<file path="config.mk">
export PLATFORM = sky130hd
export DESIGN_NAME = fmc_i2c_init_sequencer
export DESIGN_NICKNAME = d
export VERILOG_FILES = /design/src/rtl/fmc_i2c_pkg.sv /design/src/rtl/fmc_i2c_wait_timer.sv /design/src/rtl/fmc_i2c_init_sequencer.sv
export SDC_FILE = /design/constraint.sdc
export NUM_CORES = 1
export LEC_CHECK = 0
export CAP_MARGIN = 40
export CORE_ASPECT_RATIO = 1.1
export CORE_MARGIN = 10
export CORE_UTILIZATION = 52
export DETAILED_ROUTE_END_ITERATION = 12
export PLACE_DENSITY = 0.76
export SYNTH_ARGS = -nofsm -noshare
export SYNTH_HDL_FRONTEND = slang
export SYNTH_SLANG_ARGS = --single-unit
</file>
<file path="constraint.sdc">
create_clock -name CLK -period 2.8 [get_ports CLK]
set_clock_uncertainty 0.1 [all_clocks]
set_input_delay 0.56 -clock CLK [delete_from_list [all_inputs] [get_ports CLK]]
set_output_delay 0.56 -clock CLK [all_outputs]
set_load 0.01 [all_outputs]
</file>
<file path="src/rtl/fmc_i2c_pkg.sv">
// Shared types and the constant register-write table for the FMC424 I2C init sequencer.
// Optional response watchdog in the top is enabled with FMC_I2C_TIMEOUT_EN.
package fmc_i2c_pkg;

  typedef struct packed {
    logic [6:0] dev_addr;
    logic [7:0] reg_addr;
    logic [7:0] data;
  } i2c_wr_t;

  typedef enum logic [2:0] {
    ST_IDLE     = 3'd0,
    ST_ISSUE    = 3'd1,
    ST_WAIT_RSP = 3'd2,
    ST_NEXT     = 3'd3,
    ST_BACKOFF  = 3'd4,
    ST_DONE     = 3'd5,
    ST_FAIL     = 3'd6
  } seq_state_e;

  localparam int INIT_TABLE_LEN = 8;

  // CPLD control/LED writes bracket the clock-chip (0x68) setup writes.
  localparam i2c_wr_t INIT_TABLE [INIT_TABLE_LEN] = '{
    '{7'h3E, 8'h02, 8'h01},
    '{7'h3E, 8'h03, 8'h10},
    '{7'h68, 8'hE6, 8'h10},
    '{7'h68, 8'h06, 8'h00},
    '{7'h68, 8'h1C, 8'h16},
    '{7'h68, 8'h1D, 8'h90},
    '{7'h68, 8'hE6, 8'h00},
    '{7'h3E, 8'h02, 8'h03}
  };

  function automatic int idx_width(int n);
    return (n > 1) ? $clog2(n) : 1;
  endfunction

  function automatic i2c_wr_t table_entry(int unsigned idx);
    if (idx < INIT_TABLE_LEN) return INIT_TABLE[idx[2:0]];
    return '0;
  endfunction

  function automatic logic [7:0] entry_byte(i2c_wr_t e, logic [1:0] sel);
    case (sel)
      2'd0:    return {e.dev_addr, 1'b0};
      2'd1:    return e.reg_addr;
      default: return e.data;
    endcase
  endfunction

endpackage

</file>
<file path="src/rtl/fmc_i2c_wait_timer.sv">
// Loadable down-counter; expired is high whenever the count has reached zero.
module fmc_i2c_wait_timer #(
  parameter int WIDTH = 16
) (
  input  logic             CLK,
  input  logic             reset_n,
  input  logic             load,
  input  logic [WIDTH-1:0] value,
  output logic             expired
);

  logic [WIDTH-1:0] count;

  always_ff @(posedge CLK or negedge reset_n) begin
    if (!reset_n) begin
      count <= '0;
    end else if (load) begin
      count <= value;
    end else if (count != '0) begin
      count <= count - WIDTH'(1);
    end
  end

  assign expired = (count == '0);

endmodule

</file>
<file path="src/rtl/fmc_i2c_init_sequencer.sv">
// Walks INIT_TABLE issuing START/addr/reg/data/STOP byte commands with NACK retry and back-off.
// Define FMC_I2C_TIMEOUT_EN to treat a missing response after TIMEOUT_CYCLES as a NACK.
module fmc_i2c_init_sequencer
  import fmc_i2c_pkg::*;
#(
  parameter int NUM_CMDS       = 8,
  parameter int MAX_RETRIES    = 3,
  parameter int RETRY_WAIT     = 1000,
  parameter int TIMEOUT_CYCLES = 65535
) (
  input  logic                           CLK,
  input  logic                           reset_n,
  input  logic                           go,
  output logic                           busy,
  output logic                           done,
  output logic                           error,
  output logic [idx_width(NUM_CMDS)-1:0] err_index,
  output logic                           cmd_valid,
  input  logic                           cmd_ready,
  output logic [7:0]                     cmd_byte,
  output logic                           cmd_start,
  output logic                           cmd_stop,
  input  logic                           rsp_valid,
  input  logic                           rsp_nack
);

  localparam int IDX_W     = idx_width(NUM_CMDS);
  localparam int RTY_W     = idx_width(MAX_RETRIES + 1);
  localparam int TIMER_MAX = (RETRY_WAIT > TIMEOUT_CYCLES) ? RETRY_WAIT : TIMEOUT_CYCLES;
  localparam int TIMER_W   = idx_width(TIMER_MAX + 1);

  seq_state_e         state_q, state_d;
  logic [IDX_W-1:0]   idx_q, idx_d;
  logic [1:0]         byte_q, byte_d;
  logic [RTY_W-1:0]   retry_q, retry_d;
  logic               enter_issue;
  logic               timer_load;
  logic [TIMER_W-1:0] timer_value;
  logic               timer_expired;
  logic               handshake;
  logic               nack_evt;
  i2c_wr_t            issue_entry;

  assign handshake   = cmd_valid && cmd_ready;
  assign issue_entry = table_entry(32'(idx_d));

`ifdef FMC_I2C_TIMEOUT_EN
  assign nack_evt = rsp_valid ? rsp_nack : timer_expired;
`else
  assign nack_evt = rsp_valid && rsp_nack;
`endif

  fmc_i2c_wait_timer #(.WIDTH(TIMER_W)) u_timer (
    .CLK     (CLK),
    .reset_n (reset_n),
    .load    (timer_load),
    .value   (timer_value),
    .expired (timer_expired)
  );

  always_comb begin
    state_d     = state_q;
    idx_d       = idx_q;
    byte_d      = byte_q;
    retry_d     = retry_q;
    enter_issue = 1'b0;
    timer_load  = 1'b0;
    timer_value = TIMER_W'(RETRY_WAIT);
    case (state_q)
      ST_IDLE, ST_DONE, ST_FAIL: begin
        if (go) begin
          state_d     = ST_ISSUE;
          idx_d       = '0;
          byte_d      = '0;
          retry_d     = '0;
          enter_issue = 1'b1;
        end
      end
      ST_ISSUE: begin
        if (handshake) begin
          state_d = ST_WAIT_RSP;
`ifdef FMC_I2C_TIMEOUT_EN
          timer_load  = 1'b1;
          timer_value = TIMER_W'(TIMEOUT_CYCLES - 1);
`endif
        end
      end
      ST_WAIT_RSP: begin
        if (rsp_valid && !rsp_nack) begin
          if (byte_q != 2'd2) begin
            byte_d      = byte_q + 2'd1;
            state_d     = ST_ISSUE;
            enter_issue = 1'b1;
          end else begin
            state_d = ST_NEXT;
          end
        end else if (nack_evt) begin
          if (retry_q == RTY_W'(MAX_RETRIES)) begin
            state_d = ST_FAIL;
          end else begin
            state_d    = ST_BACKOFF;
            timer_load = 1'b1;
          end
        end
      end
      ST_NEXT: begin
        if (idx_q == IDX_W'(NUM_CMDS - 1)) begin
          state_d = ST_DONE;
        end else begin
          idx_d       = idx_q + IDX_W'(1);
          byte_d      = '0;
          retry_d     = '0;
          state_d     = ST_ISSUE;
          enter_issue = 1'b1;
        end
      end
      ST_BACKOFF: begin
        if (timer_expired) begin
          retry_d     = retry_q + RTY_W'(1);
          byte_d      = '0;
          state_d     = ST_ISSUE;
          enter_issue = 1'b1;
        end
      end
      default: state_d = ST_IDLE;
    endcase
  end

  // Byte fields are loaded only when a new command is offered, so they hold through backpressure.
  always_ff @(posedge CLK or negedge reset_n) begin
    if (!reset_n) begin
      state_q   <= ST_IDLE;
      idx_q     <= '0;
      byte_q    <= '0;
      retry_q   <= '0;
      cmd_byte  <= '0;
      cmd_start <= 1'b0;
      cmd_stop  <= 1'b0;
      err_index <= '0;
    end else begin
      state_q <= state_d;
      idx_q   <= idx_d;
      byte_q  <= byte_d;
      retry_q <= retry_d;
      if (enter_issue) begin
        cmd_byte  <= entry_byte(issue_entry, byte_d);
        cmd_start <= (byte_d == 2'd0);
        cmd_stop  <= (byte_d == 2'd2);
      end
      if (state_d == ST_FAIL && state_q != ST_FAIL) begin
        err_index <= idx_q;
      end
    end
  end

  assign cmd_valid = (state_q == ST_ISSUE);
  assign busy      = (state_q == ST_ISSUE) || (state_q == ST_WAIT_RSP) ||
                     (state_q == ST_NEXT)  || (state_q == ST_BACKOFF);
  assign done      = (state_q == ST_DONE);
  assign error     = (state_q == ST_FAIL);

endmodule

</file>
==> run summary <==
status -> finished clean
num rows -> 25
power density over the cells -> 1080 mW/mm²
crit-path max FO -> 7
IO Count -> 23
Leakage Power -> 0.00127 µW
final setup fails -> 0
non-filler instance count after layout -> 373
detailed placement HPWL -> 4350 µm
relative slew slack -> 65.1%
via count of the first global-routing pass -> 2107
f_max -> 373 MHz
Slew Viols, Final -> 0
Num CTS Buffers -> 5
Net Count, Synth -> 283
share of the synthesized area in the top cell type -> 40.7%
crit path capture type -> flop
Clk pin slew, worst setup/hold paths -> 0.08 ns
Clock power frac -> 14.7%
Horiz. Die Dim -> 84.7 µm
synthesized area per cell -> 8.94 µm²
die height -> 91.2 µm
Critical Path Start Type -> flop
Critical Path AT -> 2.77 ns
main flop type after synthesis -> dfrtp_1
core area -> 0.00438 mm²
final worst-path cycle share -> 95.9%
clock root cell -> clkbuf_8
Comb pwr share -> 53.9%
WL final -> 5740 µm
# port buffers -> 22
Routed Antenna Nets -> 0
fraction of registers with async set/reset -> 100%
post-synth top area cell -> dfrtp_1
DR WL/cell -> 15.4 µm
cts hold-fix bufs -> 0
Placed Cells -> 364
Final #Nets -> 332
clock buffer depth -> 2
Starting Density -> 54.7%
Slew @ Worst Pin -> 0.516 ns
DR DRC count -> 0
VDD IR max -> 644 µV
NetSw -> 1320 µW
most frequent cells in the layout -> dfrtp_1 (38), nor2_1 (36), buf_4 (29)
Final Hold Viols -> 0
die area -> 0.00773 mm²
Layout area overhead -> 25.1%
drt pass-1 iters -> 4
Min Clock Period, post-route -> 2.68 ns
Cell Int Power -> 1900 µW
largest net degree at the start of global routing -> 24
most common cell after layout, fill and taps aside -> dfrtp_1
# Max-Cap Violations -> 0
Synth Instances -> 268
initial antenna violation count -> 1
Sw Ratio -> 40.9%
Hold Path Class -> in -> async
Post-synth EDFFs -> 0
Synth area leaders -> dfrtp_1 (41%), nor2_1 (5.6%), ha_1 (4.7%)
fill count -> 348
sequential share of power -> 31.3%
vias per inst -> 5.76
crit path kind -> reg -> reg
Synth Warn # -> 0
layout cells sized above 1 -> 17.9%
Final Core Density -> 68.4%
count of state elements after synthesis -> 39
vias post-DR -> 2150
RSZ-0062 raised after global routing -> no
Post-Syn Area -> 0.00240 mm²
first-pass GRT wire length -> 9900 µm
H-Tree Depth -> 2
Initial DRC Count -> 162
Seq/Total Area, Yosys -> 40.7%
Clk Latency, worst-skew pair -> 0.30 ns
gpl congestion -> 0.841
TritonCTS Sinks -> 39
CP Data Required Time -> 2.88 ns
total grt overflow -> 0
synth unique cells -> 52
global-route usage over all layers -> 15.0%
TritonCTS clock tree -> built
registers in the layout, summed over array words and instances (netlist names):
register       cells
u_timer.count     16
cmd_byte           8
err_index          3
idx_q              3
state_q            3
byte_q             2
retry_q            2
cmd_start          1
cmd_stop           1
cell usage after synthesis (2+ instances only):
library cell	count
dfrtp_1	39
nor2_1	36
nand2_1	24
a21oi_1	13
inv_1	11
o21ai_0	11
ha_1	9
clkbuf_1	8
mux2_2	8
nor4_1	8
or3_1	8
xnor2_1	7
a31oi_1	6
nand2b_1	6
nand3_1	6
nand3b_1	6
o22ai_1	5
xor2_1	5
o211ai_1	4
and2_1	3
and3_1	3
nor2b_1	3
a211oi_1	2
a32oi_1	2
a41oi_1	2
mux2i_1	2
nand4_1	2
nor3_1	2
nor3b_1	2
or4_1	2
or4b_2	2
area by class of cell:
type	count	area, µm²	area share, %
inverters	12	45.0	1.50
flip-flops and latches	39	977	32.6
diodes	1	2.50	0.0835
well taps	54	67.6	2.25
multi-input cells	206	1330	44.2
repair buffers	53	467	15.6
clock inverters	3	43.8	1.46
clock buffers	5	68.8	2.30
worst paths after layout:
check	start	endpoint	slack (ns)	cells past startpoint
max	u_timer.count[6]	cmd_start	0.12	5
min	reset_n	err_index[1]	0.1	1
max reg2reg	u_timer.count[6]	cmd_start	0.12	5
min reg2reg	err_index[0]	err_index[0]	0.41	1
max in group asynchronous	reset_n	u_timer.count[15]	2.03	2
min in group CLK	err_index[0]	err_index[0]	0.41	1
layer usage:
layer	GRT usage (%)	share of wire, %	up-vias
met5	0	0	-
met4	6.04	1.6	0
met3	3.57	4.7	9
met2	26.1	51	44
met1	17.0	42	1031
li1	-	-	1066
repair_timing:
action | in CTS | in global routing
endpoints found under the hold margin | 0 | 0
setup endpoints to repair | 0 | 2
gates resized for setup | 0 | 4
buffers inserted | 0 | 0
worst max-delay path, cell delays in order, from the launching register on:
cell	delay, ns
dfrtp_1	0.45
or4_4	0.59
or4_1	0.44
o31a_1	0.30
o211ai_4	0.31
mux2_2	0.38
power groups by stage:
| stage | registers [µW] | logic, µW | clock network, µW |
|---|---|---|---|
| detailed placement | 1020 | 1730 | 0 |
| global route | 1050 | 1930 | 504 |
| floorplan | 988 | 1080 | 0 |
| global placement | 1000 | 1680 | 0 |
| CTS | 1010 | 1740 | 481 |
| finish | 1010 | 1740 | 475 |
logic make-up after synthesis:
group           synth area share (%)
simple gates                    25.1
buf+inv                         3.97
fa+ha+maj                       4.70
flops                           40.7
compound gates                  16.5
mux                             4.60
xor+xnor                        4.39
through the flow:
step / total power (µW) / cell area, µm² / setup TNS (ns) / setup WS, ns / hold slack, ns
after floorplan: 2060 / 2400 / 0 / 0.00334 / 0.164
after global placement: 2690 / 2850 / -0.561 / -0.187 / 0.388
after detailed placement: 2750 / 2880 / -0.771 / -0.234 / 0.395
after CTS: 3230 / 2990 / 0 / 0.0834 / 0.105
after global routing: 3480 / 3000 / 0 / 0.00490 / 0.128
final: 3220 / 3000 / 0 / 0.116 / 0.0954
No activity file was read; power rests on OpenSTA's default activity.
